### config.mk
export PLATFORM = sky130hd
export DESIGN_NAME = hazard_stall_unit
export DESIGN_NICKNAME = d
export VERILOG_FILES = /design/src/rtl/hazard_stall_unit.sv
export SDC_FILE = /design/constraint.sdc
export NUM_CORES = 1
export LEC_CHECK = 0
export CORE_UTILIZATION = 34
export DETAILED_ROUTE_END_ITERATION = 10
export GPL_ROUTABILITY_DRIVEN = 0
export PLACE_DENSITY_LB_ADDON = 0.2
export SYNTH_ARGS = -nofsm -noshare
export SYNTH_HDL_FRONTEND = slang
export SYNTH_SLANG_ARGS = --single-unit
### constraint.sdc
create_clock -name clk -period 1.3 [get_ports clk]
set_input_delay 0.195 -clock clk [delete_from_list [all_inputs] [get_ports clk]]
set_output_delay 0.195 -clock clk [all_outputs]
set_load 0.02 [all_outputs]
### src/rtl/hazard_stall_unit.sv
// Load-use stall, branch flush and memory-busy freeze control for the 5-stage pipeline.
// Optional macro HAZARD_PERF_COUNTERS_EN adds stall_cycles / flush_cycles counters.
module hazard_stall_unit #(
  parameter int FLUSH_CYCLES = 2,
  parameter int TIMEOUT      = 255,
  parameter int TMO_W        = 8,
  parameter int CNT_W        = 16
) (
  input  logic        clk,
  input  logic        rst,
  input  logic [18:0] IF_ID_instruction,
  input  logic [18:0] ID_EX_instruction,
  input  logic        branch_taken_EX,
  input  logic        mem_busy,
  output logic        pc_write,
  output logic        IF_ID_write,
  output logic        IF_ID_flush,
  output logic        ID_EX_bubble,
  output logic        freeze_all,
  output logic        mem_timeout,
  output logic [1:0]  state
`ifdef HAZARD_PERF_COUNTERS_EN
  ,
  output logic [CNT_W-1:0] stall_cycles,
  output logic [CNT_W-1:0] flush_cycles
`endif
);

  typedef enum logic [1:0] {RUN = 2'd0, FLUSH = 2'd1, MEM_WAIT = 2'd2} state_e;

  localparam logic [1:0] FCNT_INIT = 2'(FLUSH_CYCLES - 1);
  localparam logic [4:0] OP_LW = 5'b10000;
  localparam logic [4:0] OP_SW = 5'b10001;

  state_e           state_q, state_d;
  logic [1:0]       fcnt_q, fcnt_d;
  logic [TMO_W-1:0] wdog_q, wdog_d;
  logic             tmo_q, tmo_d;

  logic [4:0] id_op, ex_op;
  logic [2:0] id_dst, id_a, id_b, ex_dst;
  logic       id_alu, id_imm, id_lw, id_sw, ex_lw, load_use;
  logic       unused_ok;

  assign id_op  = IF_ID_instruction[18:14];
  assign id_dst = IF_ID_instruction[13:11];
  assign id_a   = IF_ID_instruction[10:8];
  assign id_b   = IF_ID_instruction[7:5];
  assign ex_op  = ID_EX_instruction[18:14];
  assign ex_dst = ID_EX_instruction[13:11];
  assign id_alu = ~id_op[4];
  assign id_imm = IF_ID_instruction[17];
  assign id_lw  = (id_op == OP_LW);
  assign id_sw  = (id_op == OP_SW);
  assign ex_lw  = (ex_op == OP_LW);

  // A stores its data register in the dst field, so a sw consumes dst as a source.
  assign load_use = ex_lw && (ex_dst != 3'd0) &&
                    (((id_alu || id_lw || id_sw) && (id_a == ex_dst)) ||
                     (id_alu && !id_imm && (id_b == ex_dst)) ||
                     (id_sw && (id_dst == ex_dst)));

  assign unused_ok = ^{IF_ID_instruction[4:0], ID_EX_instruction[10:0], 1'(CNT_W)};

  always_comb begin
    pc_write     = 1'b1;
    IF_ID_write  = 1'b1;
    IF_ID_flush  = 1'b0;
    ID_EX_bubble = 1'b0;
    freeze_all   = 1'b0;
    state_d      = state_q;
    fcnt_d       = fcnt_q;
    if (!rst) begin
      if (mem_busy) begin
        freeze_all  = 1'b1;
        pc_write    = 1'b0;
        IF_ID_write = 1'b0;
        if (state_q != FLUSH) state_d = MEM_WAIT;
      end else if (state_q == FLUSH) begin
        IF_ID_flush = 1'b1;
        fcnt_d      = fcnt_q - 2'd1;
        if (fcnt_q == 2'd1) state_d = RUN;
      end else if (branch_taken_EX) begin
        IF_ID_flush  = 1'b1;
        ID_EX_bubble = 1'b1;
        if (FLUSH_CYCLES > 1) begin
          state_d = FLUSH;
          fcnt_d  = FCNT_INIT;
        end else begin
          state_d = RUN;
        end
      end else begin
        // Single-cycle stall: afterwards the lw is in MEM and is forwarded.
        if (load_use) begin
          pc_write     = 1'b0;
          IF_ID_write  = 1'b0;
          ID_EX_bubble = 1'b1;
        end
        state_d = RUN;
      end
    end
  end

  always_comb begin
    wdog_d = '0;
    if (mem_busy) wdog_d = (wdog_q == '1) ? wdog_q : wdog_q + 1'b1;
    tmo_d = tmo_q | (mem_busy && (wdog_d >= TMO_W'(TIMEOUT)));
  end

  always_ff @(posedge clk) begin
    if (rst) begin
      state_q <= RUN;
      fcnt_q  <= '0;
      wdog_q  <= '0;
      tmo_q   <= 1'b0;
    end else begin
      state_q <= state_d;
      fcnt_q  <= fcnt_d;
      wdog_q  <= wdog_d;
      tmo_q   <= tmo_d;
    end
  end

  assign mem_timeout = tmo_q & ~rst;
  assign state       = rst ? RUN : state_q;

`ifdef HAZARD_PERF_COUNTERS_EN
  logic [CNT_W-1:0] stall_q, stall_d, flushc_q, flushc_d;

  always_comb begin
    stall_d  = stall_q;
    flushc_d = flushc_q;
    if (!pc_write && stall_q != '1)     stall_d  = stall_q + 1'b1;
    if (IF_ID_flush && flushc_q != '1)  flushc_d = flushc_q + 1'b1;
  end

  always_ff @(posedge clk) begin
    if (rst) begin
      stall_q  <= '0;
      flushc_q <= '0;
    end else begin
      stall_q  <= stall_d;
      flushc_q <= flushc_d;
    end
  end

  assign stall_cycles = stall_q;
  assign flush_cycles = flushc_q;
`endif

endmodule

==> summary.md <==
| Metric | Value |
|---|---|
| Metal2 WL | `1.35 mm` |
| Startpoint Class | `primary input` |
| Outcome | `complete, but fails checks` |
| Largest net degree at the start of global routing | `9` |
| Slew Limit Fails | `0` |
| Final Critical Period | `1.57 ns` |
| Initial drt markers | `13` |
| Largest cells by area after synthesis | `dfxtp_1 (29%), xnor2_1 (6.8%), nor2_1 (5.4%)` |
| Worst Slack Setup Final | `-0.266 ns` |
| Max-Cap Viols | `0` |
| H-tree levels | `1` |
| Delay-heaviest family, CP | `buffers and inverters` |
| Initial Util | `0.362` |
| Via Count | `1,031` |
| Worst-Skew Late Latency | `0.29 ns` |
| Port Buffers | `33` |
| Cells after Synth | `115` |
| EDFF count, synth | `0` |
| Antenna-violating nets left | `0` |
| Fin. Hold Viols | `0` |
| Vias in the first global route | `995` |
| Die height | `53.6 um` |
| Ys async rst share | `0` |
| Initial antenna violation count | `0` |
| Final instance area | `1580 um^2` |
| Yosys reg bits | `13` |
| Top Ports | `50` |
| Slew @ Worst Pin | `0.358 ns` |
| Required @ worst endpoint | `1.11 ns` |
| Clock Sinks | `13` |
| Met3 wire len | `83 um` |
| Avg WL per Cell | `12.0 um` |
| Relative slew slack | `0.760` |
| Antenna cells | `0` |
| Post-CTS Hold Buffers | `0` |
| Dpl hpwl | `2.04 mm` |
| Layout Skew | `0.00595 ns` |
| Setup Viol. Count Final | `4` |
| Crit-path slowest cell | `nor4_2` |
| Root Buffer | `clkbuf_4` |
| Tot Pwr | `0.000939 W` |
| Max Used Layer | `met4` |
| Clock Tree Buf Depth | `2` |
| Worst-path maximum fanout | `2` |
| RSZ-0062 raised after global routing | `true` |
| TritonCTS buffer count | `3` |
| CP endpoint kind | `primary output` |
| CP bufs+invs | `3` |
| Syn. warnings | `0` |
| Final worst path period share | `1.20` |
| Post-synth net total | `159` |
| P per Cell Area | `595 nW/um^2` |
| Fmax | `639 MHz` |
| Crit Path Class | `primary input to primary output` |
| Placed insts | `203` |
| Reg clk slew, reported paths | `0.09 ns` |
| Slowest stage delay, CP | `0.27 ns` |
| Leakage | `0.681 nW` |
| Fin cells | `209` |
| CTS tree | `built` |
| Failing checks | `setup timing` |
| Worst path cell trace | `buf_6, xor2_2, nor4_2, a31oi_1, a211oi_2, buf_4, a21oi_4, buf_6` |
| DRT Wirelength | `2.52 mm` |
| Post-synth design cell area | `905 um^2` |
| Vias per inst | `4.93` |
| Area share of the largest cell type after synthesis | `0.288` |
| Post-layout util | `0.631` |
| Post-DP Area | `1500 um^2` |
| Cell taking the most area after synthesis | `dfxtp_1` |
| Syn avg cell area | `7.87 um^2` |
| Die area | `2870 um^2` |
| Share of cells above drive strength 1 | `0.458` |
| Hold Path Class | `primary input to flip-flop` |
| Die W | `53.6 um` |
| WL met1 | `1.05 mm` |
| First-pass GRT wire length | `4.01 mm` |
| Total grt overflow | `0` |
| Total track usage | `0.192` |
| Distinct cell type count after synthesis | `34` |
| Crit path arrival time | `1.37 ns` |
| Pre-antenna DRT Iters | `4` |
| Final #Nets | `224` |
| P&R area growth vs syn | `74.4%` |
| Top FF cell, synth | `dfxtp_1` |
| Seq/Total Area, Yosys | `0.288` |
| Number of fill cells in the layout | `239` |
| Hold slack | `0.409 ns` |
| DR DRC count | `0` |
| Most frequent CP cell | `buf_6` |
| VDD IR max | `0.480 mV` |
| Core area | `2500 um^2` |
| Site row count | `18` |
==> kinds of logic (layout without fill, tap and decap cells) <==
kind of cell	after synthesis	in the layout	share of synthesized area
buffers and inverters	12	76	0.0705
and+or+nand+nor	50	50	0.300
xor gates and xnor gates	12	12	0.116
muxes	3	3	0.0332
DFF	13	13	0.288
AOI/OAI and AO/OA	23	23	0.165
adders and majority gates	2	2	0.0277
==> sequential cells by signal, summed over array words and instances, names as in the netlist <==
signal and flops:
state_q 2, fcnt_q 2, tmo_q 1, wdog_q 8
==> path summary, 6_finish.rpt <==
| path | startpoint | endpoint | slack (ns) | depth (start not counted) |
|---|---|---|---|---|
| setup / recovery | IF_ID_instruction[13] | IF_ID_write | -0.27 | 8 |
| hold / removal | rst | fcnt_q[1] | 0.41 | 3 |
| setup reg to reg | wdog_q[1] | tmo_q | 0.01 | 7 |
| hold reg to reg | fcnt_q[1] | fcnt_q[1] | 0.48 | 2 |
==> tightest hold or removal path, cell delays in order <==
cell	delay, ns
dlygate4sd2_1	0.29
buf_4	0.15
a21oi_1	0.03
==> per-stage QoR <==
| step | setup TNS (ns) | setup WS, ns |
|---|---|---|
| 2_1_floorplan | -0.124 | -0.100 |
| 3_3_place_gp | -6.32 | -1.03 |
| 3_5_place_dp | -6.86 | -1.10 |
| 4_1_cts | -1.03 | -0.339 |
| 5_1_grt | -1.42 | -0.379 |
| 6_report | -0.821 | -0.266 |
==> cell type report <==
cell class / instances / area (um^2) / area share
Tap cell: 30 / 37.5 / 0.0238
Clock buffer: 3 / 22.5 / 0.0143
Multi-Input combinational cell: 90 / 682 / 0.432
Sequential cell: 13 / 272 / 0.172
Clock inverter: 1 / 5.00 / 0.00317
Inverter: 6 / 22.5 / 0.0143
Timing Repair Buffer: 66 / 537 / 0.340
==> synth_stat cells, types with 3 or more instances <==
cell type and count:
dfxtp_1 13, nor2_1 13, a21oi_1 8, nand2_1 8, nor3_1 8, xnor2_1 7
inv_1 6, xor2_1 5, nand3_1 4, nor2b_1 4, o21ai_0 4, a31oi_1 3
and2_1 3, mux2i_1 3, nor4_1 3
==> layer usage <==
metal	GRT usage	vias up
met5	0	-
met4	0.0789	0
met3	0.0169	2
met2	0.356	33
met1	0.221	465
li1	-	531
==> where the power goes <==
part / internal [W] / switching [W]
combinational: 0.000146 / 0.000111
clock: 0.000115 / 0.000150
sequential: 0.000410 / 0.00000844
==> cell usage in the layout, fill, tap and decap left out, types with 5 or more instances in the layout <==
| master | instances |
|---|---|
| a21oi_1 | 7 |
| buf_2 | 7 |
| buf_4 | 33 |
| buf_6 | 5 |
| dfxtp_2 | 9 |
| dlygate4sd2_1 | 15 |
| inv_1 | 5 |
| nand2_1 | 7 |
| nor2_1 | 13 |
| nor3_1 | 5 |
| xnor2_1 | 6 |
==> what timing repair did <==
item | in CTS | in global routing
resized for setup | 88 | 19
pin swaps | 18 | 8
setup endpoints to repair | 11 | 11
setup buffers | 0 | 2
(Power assumes the default switching activity.)
